===== config.mk =====
export PLATFORM = sky130hd
export DESIGN_NAME = spi_master_mode0
export DESIGN_NICKNAME = d
export VERILOG_FILES = /design/src/rtl/spi_pkg.sv /design/src/rtl/spi_master_mode0.sv
export SDC_FILE = /design/constraint.sdc
export NUM_CORES = 1
export LEC_CHECK = 0
export BUFFER_PORTS_ARGS = -buffer_cell sky130_fd_sc_hd__buf_2
export CELL_PAD_IN_SITES_DETAIL_PLACEMENT = 1
export CELL_PAD_IN_SITES_GLOBAL_PLACEMENT = 2
export CORE_ASPECT_RATIO = 1.1
export CORE_MARGIN = 3
export CORE_UTILIZATION = 28
export CTS_BUF_LIST = sky130_fd_sc_hd__clkbuf_16
export CTS_CLUSTER_DIAMETER = 80
export DETAILED_ROUTE_END_ITERATION = 7
export PLACE_DENSITY_LB_ADDON = 0.1
export SYNTH_ARGS = -nofsm -noshare
export SYNTH_HDL_FRONTEND = slang
export SYNTH_SLANG_ARGS = --single-unit
export TNS_END_PERCENT = 50

===== constraint.sdc =====
create_clock -name clk -period 1.7 [get_ports clk]
set_clock_uncertainty 0.05 [all_clocks]
set_input_delay 0.255 -clock clk [delete_from_list [all_inputs] [get_ports clk]]
set_output_delay 0.255 -clock clk [all_outputs]
set_load 0.01 [all_outputs]

===== src/rtl/spi_pkg.sv =====
`default_nettype none
// ============================================================================
//  Module      : spi_pkg
//  Description : Shared types and constants for the mode-0 SPI master.
//  Revision    : 1.0 - initial release
// ============================================================================
package spi_pkg;

    localparam int SPI_BITS        = 8;
    localparam int CLK_DIV_DEFAULT = 2;

    typedef enum logic [2:0] {
        IDLE      = 3'd0,
        SETUP     = 3'd1,
        SCLK_HIGH = 3'd2,
        SCLK_LOW  = 3'd3,
        HOLD      = 3'd4,
        DONE      = 3'd5
    } spi_state_t;

endpackage
`default_nettype wire


===== src/rtl/spi_master_mode0.sv =====
`default_nettype none
// ============================================================================
//  Module      : spi_master_mode0
//  Description : Single-byte SPI master, mode 0, MSB first, active-low cs.
//  Revision    : 1.0 - initial release
// ============================================================================
module spi_master_mode0
    import spi_pkg::*;
#(
    parameter int CLK_DIV = CLK_DIV_DEFAULT
) (
    input  logic       clk,
    input  logic       rst,
    input  logic       start,
    input  logic [7:0] data2send,
    input  logic       miso,
    output logic       done,
    output logic       sclk,
    output logic       mosi,
    output logic       cs,
    output logic [7:0] data2receive
);

    localparam int                 c_cnt_w      = (CLK_DIV > 1) ? $clog2(CLK_DIV) : 1;
    localparam logic [c_cnt_w-1:0] c_cnt_reload = c_cnt_w'(CLK_DIV - 1);
    localparam logic [3:0]         c_bits_all   = 4'(SPI_BITS);

    spi_state_t            r_state_q,  w_state_d;
    logic [c_cnt_w-1:0]    r_cnt_q,    w_cnt_d;
    logic [3:0]            r_bits_q,   w_bits_d;
    logic [SPI_BITS-1:0]   r_tx_q,     w_tx_d;
    logic [SPI_BITS-1:0]   r_rx_q,     w_rx_d;
    logic [SPI_BITS-1:0]   r_rx_out_q, w_rx_out_d;
    logic                  r_sclk_q,   w_sclk_d;
    logic                  r_cs_q,     w_cs_d;
    logic                  r_mosi_q,   w_mosi_d;
    logic                  r_done_q,   w_done_d;
    logic                  w_tick;

    always_ff @(posedge clk) begin
        if (rst) begin
            r_state_q  <= IDLE;
            r_cnt_q    <= '0;
            r_bits_q   <= '0;
            r_tx_q     <= '0;
            r_rx_q     <= '0;
            r_rx_out_q <= '0;
            r_sclk_q   <= 1'b0;
            r_cs_q     <= 1'b1;
            r_mosi_q   <= 1'b0;
            r_done_q   <= 1'b0;
        end else begin
            r_state_q  <= w_state_d;
            r_cnt_q    <= w_cnt_d;
            r_bits_q   <= w_bits_d;
            r_tx_q     <= w_tx_d;
            r_rx_q     <= w_rx_d;
            r_rx_out_q <= w_rx_out_d;
            r_sclk_q   <= w_sclk_d;
            r_cs_q     <= w_cs_d;
            r_mosi_q   <= w_mosi_d;
            r_done_q   <= w_done_d;
        end
    end

    // Each non-idle phase lasts CLK_DIV cycles; the tick marks its last cycle.
    assign w_tick = (r_cnt_q == '0);

    always_comb begin
        w_state_d  = r_state_q;
        w_cnt_d    = r_cnt_q;
        w_bits_d   = r_bits_q;
        w_tx_d     = r_tx_q;
        w_rx_d     = r_rx_q;
        w_rx_out_d = r_rx_out_q;
        w_sclk_d   = r_sclk_q;
        w_cs_d     = r_cs_q;
        w_mosi_d   = r_mosi_q;
        w_done_d   = 1'b0;

        case (r_state_q)
            IDLE: begin
                w_sclk_d = 1'b0;
                w_cs_d   = 1'b1;
                w_mosi_d = 1'b0;
                if (start) begin
                    w_tx_d    = data2send;
                    w_cs_d    = 1'b0;
                    w_mosi_d  = data2send[SPI_BITS-1];
                    w_cnt_d   = c_cnt_reload;
                    w_bits_d  = '0;
                    w_state_d = SETUP;
                end
            end
            SETUP, SCLK_LOW: begin
                if (w_tick) begin
                    // Rising sclk edge: miso is captured on this same clk edge.
                    w_sclk_d  = 1'b1;
                    w_rx_d    = {r_rx_q[SPI_BITS-2:0], miso};
                    w_bits_d  = r_bits_q + 4'd1;
                    w_cnt_d   = c_cnt_reload;
                    w_state_d = SCLK_HIGH;
                end else begin
                    w_cnt_d = r_cnt_q - 1'b1;
                end
            end
            SCLK_HIGH: begin
                if (w_tick) begin
                    w_sclk_d = 1'b0;
                    w_cnt_d  = c_cnt_reload;
                    if (r_bits_q < c_bits_all) begin
                        w_tx_d    = {r_tx_q[SPI_BITS-2:0], 1'b0};
                        w_mosi_d  = r_tx_q[SPI_BITS-2];
                        w_state_d = SCLK_LOW;
                    end else begin
                        w_state_d = HOLD;
                    end
                end else begin
                    w_cnt_d = r_cnt_q - 1'b1;
                end
            end
            HOLD: begin
                if (w_tick) begin
                    w_cs_d     = 1'b1;
                    w_mosi_d   = 1'b0;
                    w_done_d   = 1'b1;
                    w_rx_out_d = r_rx_q;
                    w_state_d  = DONE;
                end else begin
                    w_cnt_d = r_cnt_q - 1'b1;
                end
            end
            DONE: begin
                w_state_d = IDLE;
            end
            default: begin
                w_state_d = IDLE;
            end
        endcase
    end

    assign done         = r_done_q;
    assign sclk         = r_sclk_q;
    assign mosi         = r_mosi_q;
    assign cs           = r_cs_q;
    assign data2receive = r_rx_out_q;

endmodule
`default_nettype wire


After elaboration in Yosys (flattened, before gate mapping)
Cells that the tools add are included.
{"block": "word_totals", "ramBits": 0, "inputBits": 12, "out_inout_bits": 12, "ff_bits": 35, "mem_bits_ro": 0, "word_cells": 70, "n_memories": 0, "latchBits": 0}
{"block": "classes", "n_shift": 0, "eq_ne": 9, "mul": 0, "bitwise_logic": 2, "n_reduce_logical": 19, "magnitude_cmp": 1, "div": 0, "mux": 27, "n_addsub": 2}
{"cell": "$mux W7", "n": 3}
{"cell": "$mux W3", "n": 5}
{"cell": "$pmux W7 S2", "n": 1}
{"cell": "$pmux W3 S4", "n": 1}
{"cell": "$reduce_and A4 Y1", "n": 3}
{"cell": "$mux W1", "n": 10}
{"cell": "$ne A2 B2 Y1 const B", "n": 5}
{"cell": "$pmux W1 S3", "n": 3}
{"cell": "$reduce_bool A3 Y1", "n": 3}
{"cell": "$mux W4", "n": 2}
{"cell": "$pmux W4 S2", "n": 1}
{"cell": "$reduce_and A2 Y1", "n": 4}
{"cell": "$eq A3 B2 Y1 const B", "n": 2}
{"cell": "$reduce_and A3 Y1", "n": 2}
{"cell": "$reduce_bool A2 Y1", "n": 3}
{"cell": "$add A4 B1 Y4 const B", "n": 1}
{"cell": "$lt A4 B4 Y1 const B", "n": 1}
{"cell": "$reduce_or A2 Y1", "n": 2}
{"cell": "$eq A3 B1 Y1 const B", "n": 1}
{"cell": "$eq A3 B3 Y1 const B", "n": 1}
{"cell": "$logic_not A3 Y1", "n": 1}
{"cell": "$reduce_or A3 Y1", "n": 1}
{"cell": "$not A1 Y1", "n": 2}
{"cell": "$pmux W1 S2", "n": 1}
{"cell": "$sub A1 B1 Y1 const B", "n": 1}

Depth between registers and ports, before layout
Gate-level depths: netlist of the first run.
{"block": "depth", "depth_word": 4, "mapped_depth": 5, "depth_no_buf": 3}

Worst setup path before layout of the first run
Ideal clock, no wire load.
{"block": "synth_path", "path_kind": "register to register", "startpoint": "reg r_bits_q[3]", "endpoint": "reg r_tx_q[0]", "t_arrival_ps": 1316, "n_path_buf": 0, "required_ps": 1578, "slack_ps": 262, "path_stages_with_launch": 4, "setup_ps": 72, "period_less_slack_ps": 1438, "cell_sequence": "dfxtp_1 -> or3b_4 -> a211oi_4 -> mux2i_1"}
{"block": "synth_via", "elab_chain_len": 3}
{"element": "from (decl)", "line_no": "spi_master_mode0.sv:30", "rtl": "logic [3:0] r_bits_q, w_bits_d;"}
{"element": "from (signal assigned)", "line_no": "spi_master_mode0.sv:55", "rtl": "r_bits_q <= w_bits_d;"}
{"element": "$lt A4 B4 Y1", "line_no": "spi_master_mode0.sv:111", "rtl": "if (r_bits_q < c_bits_all) begin"}
{"element": "$ne A2 B2 Y1 (no line)"}
{"element": "$reduce_and A4 Y1 (no line)"}
{"element": "to (signal assigned)", "line_no": "spi_master_mode0.sv:56", "rtl": "r_tx_q <= w_tx_d;"}
{"element": "to (decl)", "line_no": "spi_master_mode0.sv:31", "rtl": "logic [SPI_BITS-1:0] r_tx_q, w_tx_d;"}
No other way between the ends.
A chain may end at the register's enable or synchronous reset.

Worst setup path after layout of the first run
{"block": "layout_path", "startpoint": "reg r_state_q[2]", "endpoint": "reg r_bits_q[2]"}
{"block": "layout_via", "elab_chain_len": 4, "elab_cells_between_ends": 9, "cone_classes": "4 x eq/ne; 1 x mux; 4 x reduce/logical"}
{"element": "from (decl)", "line_no": "spi_master_mode0.sv:28", "rtl": "spi_state_t r_state_q, w_state_d;"}
{"element": "from (signal assigned)", "line_no": "spi_master_mode0.sv:53", "rtl": "r_state_q <= w_state_d;"}
{"element": "$eq A3 B1 Y1 or $eq A3 B2 Y1 (tied branches)", "line_no": "spi_master_mode0.sv:81", "rtl": "case (r_state_q)"}
{"element": "$reduce_or A2 Y1", "line_no": "spi_master_mode0.sv:81"}
{"element": "$ne A2 B2 Y1 (no line) or $reduce_bool A2 Y1 (tied branches)"}
{"element": "$reduce_and A3 Y1 (no line)"}
Parallel ways exist; a longest one is shown, timed or not.

==> metrics.csv, run 1 <==
metric,value,unit
Vias/cell,4.88,
Post-DP Area,1830,µm²
WL final,4.01,mm
share of cells above drive strength 1,27.8,%
Post-Layout Cell Count,273,
post-layout util,36.8,%
Area growth syn-to-layout,25.9,%
Core ar.,5400,µm²
"top cells by area, synth","dfxtp_1 44%, a211oi_1 6.2%, nand2_1 4.8%, a22o_1 4.4%, mux2i_1 4.4%",
syn nets,176,
Finish-stage setup viols,0,
Synth Instances,163,
H-tree Lvls,2,
FP Rows,28,
Yosys top cell area share,44.5,%
clk sinks,35,
die area,6560,µm²
outcome,finished clean,
NumNets Final,210,
Congestion Overflow GR,0,
r2r startpoint,r_state_q[2]$_SDFFE_PP0P_,
RSZ-0062 raised after global routing,true,
largest net degree at the start of global routing,14,
cell taking the most area after synthesis,dfxtp_1,
WL per Instance,14.7,µm
Clock transition at path regs,0.05,ns
post-DP HPWL,2.83,mm
depth of the worst hold-timing path,3,
1st-iter DRT viols,33,
vias,1333,
WHS Endpoint,r_rx_q[0]$_SDFFE_PP0P_,
synth unique cells,38,
fin crit share,95.9,%
GRT Resource Usage Total,13.2,%
drt drc,0,
CP Launch Type,flop,
post-layout min period,1.63,ns
Die W,77.5,µm
max_cap viols,0,
Post-Syn Area,1580,µm²
Final Hold Viols,0,
chip height,84.7,µm
global-route wire length before repair,6.96,mm
CP Max Fanout,13,
worst-margin pin slew,0.547,ns
max_slew headroom,63.2,%
critical path data required time,1.80,ns
placed cells,264,
final worst setup slack,0.0690,ns
Hold Path Origin,miso,
Worst EP arrival,1.73,ns
initial antenna violation count,0,
PD cells,1090,nW/µm²
diodes inserted,0,
port buffer count,23,
vias in the first global route,1427,
Worst VDD drop,0.368,mV
DRT Pass-1 Iters,4,
Fmax,0.613,GHz
Crit Path Class,reg -> reg,
final instance area,1980,µm²
Starting Density,29.2,%
CTS Hold Buffers Added,0,
worst min-delay path class,in -> reg,
Place WS,0.0785,ns
Synth Register Bits,35,
I/O Pins,24,
Skew-Pair Late Insertion Delay,0.28,ns
fillers,664,
TritonCTS clock tree,built,
FF-to-FF End,r_bits_q[2]$_SDFFE_PP0P_,
CTS Root Cell,clkbuf_16,
Antenna Nets Post-Route,0,
synth warn,0,
leakage power,0.763,nW
max-slew violations,0,
total CTS buffers,5,
Clock Path Buffers,2,
sequential area share after synthesis,44.5,%
r2r worst-path depth,4,
Crit. End Element,flop,
RePlAce Congestion,0.769,
R2R Setup Slk,0.07,ns
Syn Area/Cell,9.66,µm²
-- state kept, by name, summed over array words and instances, names as in the netlist --
register and count:
data2receive 8, r_rx_q 8, r_tx_q 7, r_bits_q 4, r_state_q 3, cs 1, done 1, mosi 1
r_cnt_q 1, sclk 1
-- cell usage after synthesis (all sizes together) --
cell type and count:
nand3 5, a22o 8, buf 10, nor4b 1, ha 1, o22a 1, a2111oi 1, o21bai 1
a31oi 3, o41ai 1, a311oi 1, nor2b 4, nor3 3, a211oi 14, o21ai 2, dfxtp 35
or3b 3, clkbuf 3, or4b 3, nor4 2, a21oi 14, a221oi 1, o211ai 1, nand2b 7
a21o 2, or2b 1, mux2i 7, nand2 20, nor3b 2, nor2 4, inv 2
-- final cells by class --
cell class	count	area, µm²	area share (%)
multi-input cells	113	797	40.2
flip-flops and latches	35	702	35.4
repair buffers	40	243	12.2
clock buffers	5	125	6.31
well taps	75	93.8	4.73
clock inverters	3	15.0	0.757
inverters	2	7.51	0.379
-- per-stage QoR --
stage                     total power [mW]  hold WS, ns  TNS (ns)
after floorplan                       1.18        0.304         0
after global placement                1.29        0.396         0
after detailed placement              1.30        0.405         0
after CTS                             2.19        0.180         0
after global routing                  2.28        0.188   -0.0125
final                                 2.16        0.178         0
-- where the power goes --
group / total, mW / switching [mW] / leakage (nW) / internal, mW
Clock: 0.870 / 0.338 / 0.0649 / 0.532
Combinational: 0.381 / 0.209 / 0.413 / 0.172
Sequential: 0.910 / 0.0404 / 0.285 / 0.870
Total: 2.16 / 0.588 / 0.763 / 1.57
-- worst max-delay path, cell delays in order, from the launching register on --
cell and delay [ns]:
dfxtp_1 0.44, buf_4 0.23, or4b_1 0.58, nand2_1 0.11
a311oi_1 0.09
-- layout by cell type (no fill, tap or decap), types with 2 or more instances in the layout --
cell,instances
nor3b_1,2
nand2_1,20
nand3_1,5
a21o_1,2
nor4_4,2
a22o_1,8
mux2i_1,7
buf_2,23
nor3_1,3
nand2b_1,7
clkbuf_16,5
a31oi_1,3
or4b_1,3
inv_1,2
dfxtp_1,34
a211oi_1,13
o21ai_0,2
a21oi_1,13
nor2b_1,3
nor2_1,4
clkinv_1,2
buf_4,17
-- worst max-delay path by stage --
stage / end / cells past startpoint / start
after floorplan: r_tx_q[0]$_SDFFE_PP0P_ / 3 / r_bits_q[3]$_SDFFE_PP0P_
after global placement: r_bits_q[3]$_SDFFE_PP0P_ / 4 / r_state_q[2]$_SDFFE_PP0P_
after detailed placement: r_bits_q[2]$_SDFFE_PP0P_ / 4 / r_state_q[2]$_SDFFE_PP0P_
after CTS: r_bits_q[2]$_SDFFE_PP0P_ / 4 / r_state_q[2]$_SDFFE_PP0P_
after global routing: data2receive[0]$_SDFFE_PP0P_ / 3 / r_state_q[2]$_SDFFE_PP0P_
final: r_bits_q[2]$_SDFFE_PP0P_ / 4 / r_state_q[2]$_SDFFE_PP0P_
-- metal layers --
metal / part of all wire (%) / up-vias / global-route usage (%)
met5: 0 / - / 0
met4: 1.1 / 0 / 3.88
met3: 3.8 / 5 / 3.00
met2: 49 / 25 / 23.3
met1: 46 / 636 / 16.0
li1: - / 667 / -
-- cells by family after synthesis --
logic type	after synthesis	share of synthesized area, %
buffers and inverters	15	4.92
AO/OA/AOI/OAI	50	23.2
adder cells (fa/ha/maj)	1	0.794
AND/OR/NAND/NOR	55	22.2
flip-flops	35	44.5
multiplexers	7	4.45
-- what timing repair did --
action | CTS | global route
setup endpoints to repair | 0 | 8
resized for setup | 0 | 1
buffers inserted | 0 | 1
No activity file was read; power rests on OpenSTA's default activity.
==> inputs of run 2 (changes only) <==
==> constraint.sdc (replaced) <==
create_clock -name clk -period 1.75 [get_ports clk]
set_clock_uncertainty 0.05 [all_clocks]
set_input_delay 0.2625 -clock clk [delete_from_list [all_inputs] [get_ports clk]]
set_output_delay 0.2625 -clock clk [all_outputs]
set_load 0.01 [all_outputs]
==> run 2 against run 1 <==
Effect of this change: final cell count is 2.2% lower; clock power is 0.7% lower; largest power group unchanged; wire length is 2.0% lower; global-route usage is 0.13 points lower; largest cell class unchanged; power is 2.8% lower.
==> metrics.csv, run 2 (synthesis gave the netlist of run 1 again) <==
metric,value,unit
outcome,finished clean,
1st-iter DRT viols,54,
global-route wire length before repair,6.82,mm
Core ar.,5400,µm²
Crit Path Class,reg -> reg,
Area growth syn-to-layout,24.1,%
diodes inserted,0,
largest net degree at the start of global routing,20,
Crit. End Element,flop,
RePlAce Congestion,0.747,
Antenna Nets Post-Route,0,
Congestion Overflow GR,0,
NumNets Final,204,
CTS Hold Buffers Added,0,
worst-margin pin slew,0.524,ns
post-layout min period,1.61,ns
DRT Pass-1 Iters,4,
leakage power,0.737,nW
Finish-stage setup viols,0,
placed cells,259,
Top Layer Used,met4,
CP Launch Type,flop,
final instance area,1960,µm²
WL final,3.92,mm
# resized after CTS,0,
initial antenna violation count,0,
Skew-Pair Late Insertion Delay,0.28,ns
Fmax,0.622,GHz
die area,6560,µm²
met3 WL,130,µm
drt drc,0,
CTS Root Cell,clkbuf_16,
WL per Instance,14.7,µm
H-tree Lvls,2,
clk sinks,35,
Place WS,0.0469,ns
Post-Layout Cell Count,267,
total CTS buffers,5,
share of cells above drive strength 1,26.6,%
final worst setup slack,0.141,ns
fin crit share,91.9,%
Worst EP arrival,1.76,ns
Die W,77.5,µm
most frequent cells in the layout,"34 x dfxtp_1, 23 x buf_2, 20 x nand2_1, 13 x a211oi_1, 13 x a21oi_1",
CP Max Fanout,8,
max_slew headroom,64.8,%
Vias/cell,4.95,
vias,1322,
M1 wire length,1.80,mm
critical path data required time,1.90,ns
vias in the first global route,1383,
Design Power,2.10,mW
Post-DP Area,1810,µm²
Clock Path Buffers,2,
TritonCTS clock tree,built,
metal2 WL,1.92,mm
"commonest non-fill, non-tap cell in the layout",dfxtp_1,
Sum Neg Setup Slack,0,ns
max_cap viols,0,
Clock transition at path regs,0.06,ns
Worst VDD drop,0.352,mV
PD cells,1070,nW/µm²
Final Hold Viols,0,
RSZ-0062 raised after global routing,false,
GRT Resource Usage Total,13.1,%
post-DP HPWL,2.83,mm
I/O Pins,24,
max-slew violations,0,
Starting Density,29.2,%
post-CTS setup buffer count,0,
port buffer count,23,
FP Rows,28,
worst min-delay path class,in -> reg,
chip height,84.7,µm
run 2: cell types whose count changed in the layout (fill, tap and decap cells not counted), sizes merged:
cell	before	now
clkinv	2	1
buf	40	34
clkinvlp	1	2
run 2: area by class of cell:
cell class | count | area (µm²)
clock buffers | 5 | 125
clock inverters | 3 | 20.0
fillers | 655 | 3440
inverters | 2 | 7.51
multi-input cells | 113 | 797
flip-flops and latches | 35 | 702
well taps | 75 | 93.8
repair buffers | 34 | 210
run 2: report_power, final:
part / leakage, nW / switching, mW / internal [mW] / total [mW]
Combinational: 0.386 / 0.193 / 0.156 / 0.349
Clock: 0.0658 / 0.341 / 0.524 / 0.864
Sequential: 0.285 / 0.0433 / 0.844 / 0.887
run 2: worst max-delay path, cell delays in order, from the launching register on:
cell	delay [ns]
dfxtp_1	0.39
or3b_4	0.44
a211oi_4	0.42
mux2i_1	0.23
run 2: layer usage:
layer / vias up / global-route usage, %
li1: 654 / -
met2: 25 / 21.4
met1: 635 / 16.0
met4: 0 / 5.66
met3: 8 / 3.65
met5: - / 0
run 2: final timing paths:
check,start,endpoint,slack [ns],depth (start not counted)
worst min register to register,data2receive[5]$_SDFFE_PP0P_,data2receive[5]$_SDFFE_PP0P_,0.42,1
worst min-delay path,miso,r_rx_q[0]$_SDFFE_PP0P_,0.18,3
worst max-delay path,r_bits_q[3]$_SDFFE_PP0P_,r_tx_q[0]$_SDFFE_PP0P_,0.14,3
worst max register to register,r_bits_q[3]$_SDFFE_PP0P_,r_tx_q[0]$_SDFFE_PP0P_,0.14,3
run 2: stage by stage:
step / utilization [%] / hold WS [ns]
6_report: 36.2 / 0.175
5_1_grt: 36.2 / 0.189
4_1_cts: 36.2 / 0.172
3_5_place_dp: 33.5 / 0.415
3_3_place_gp: 33.5 / 0.401
2_1_floorplan: - / 0.312
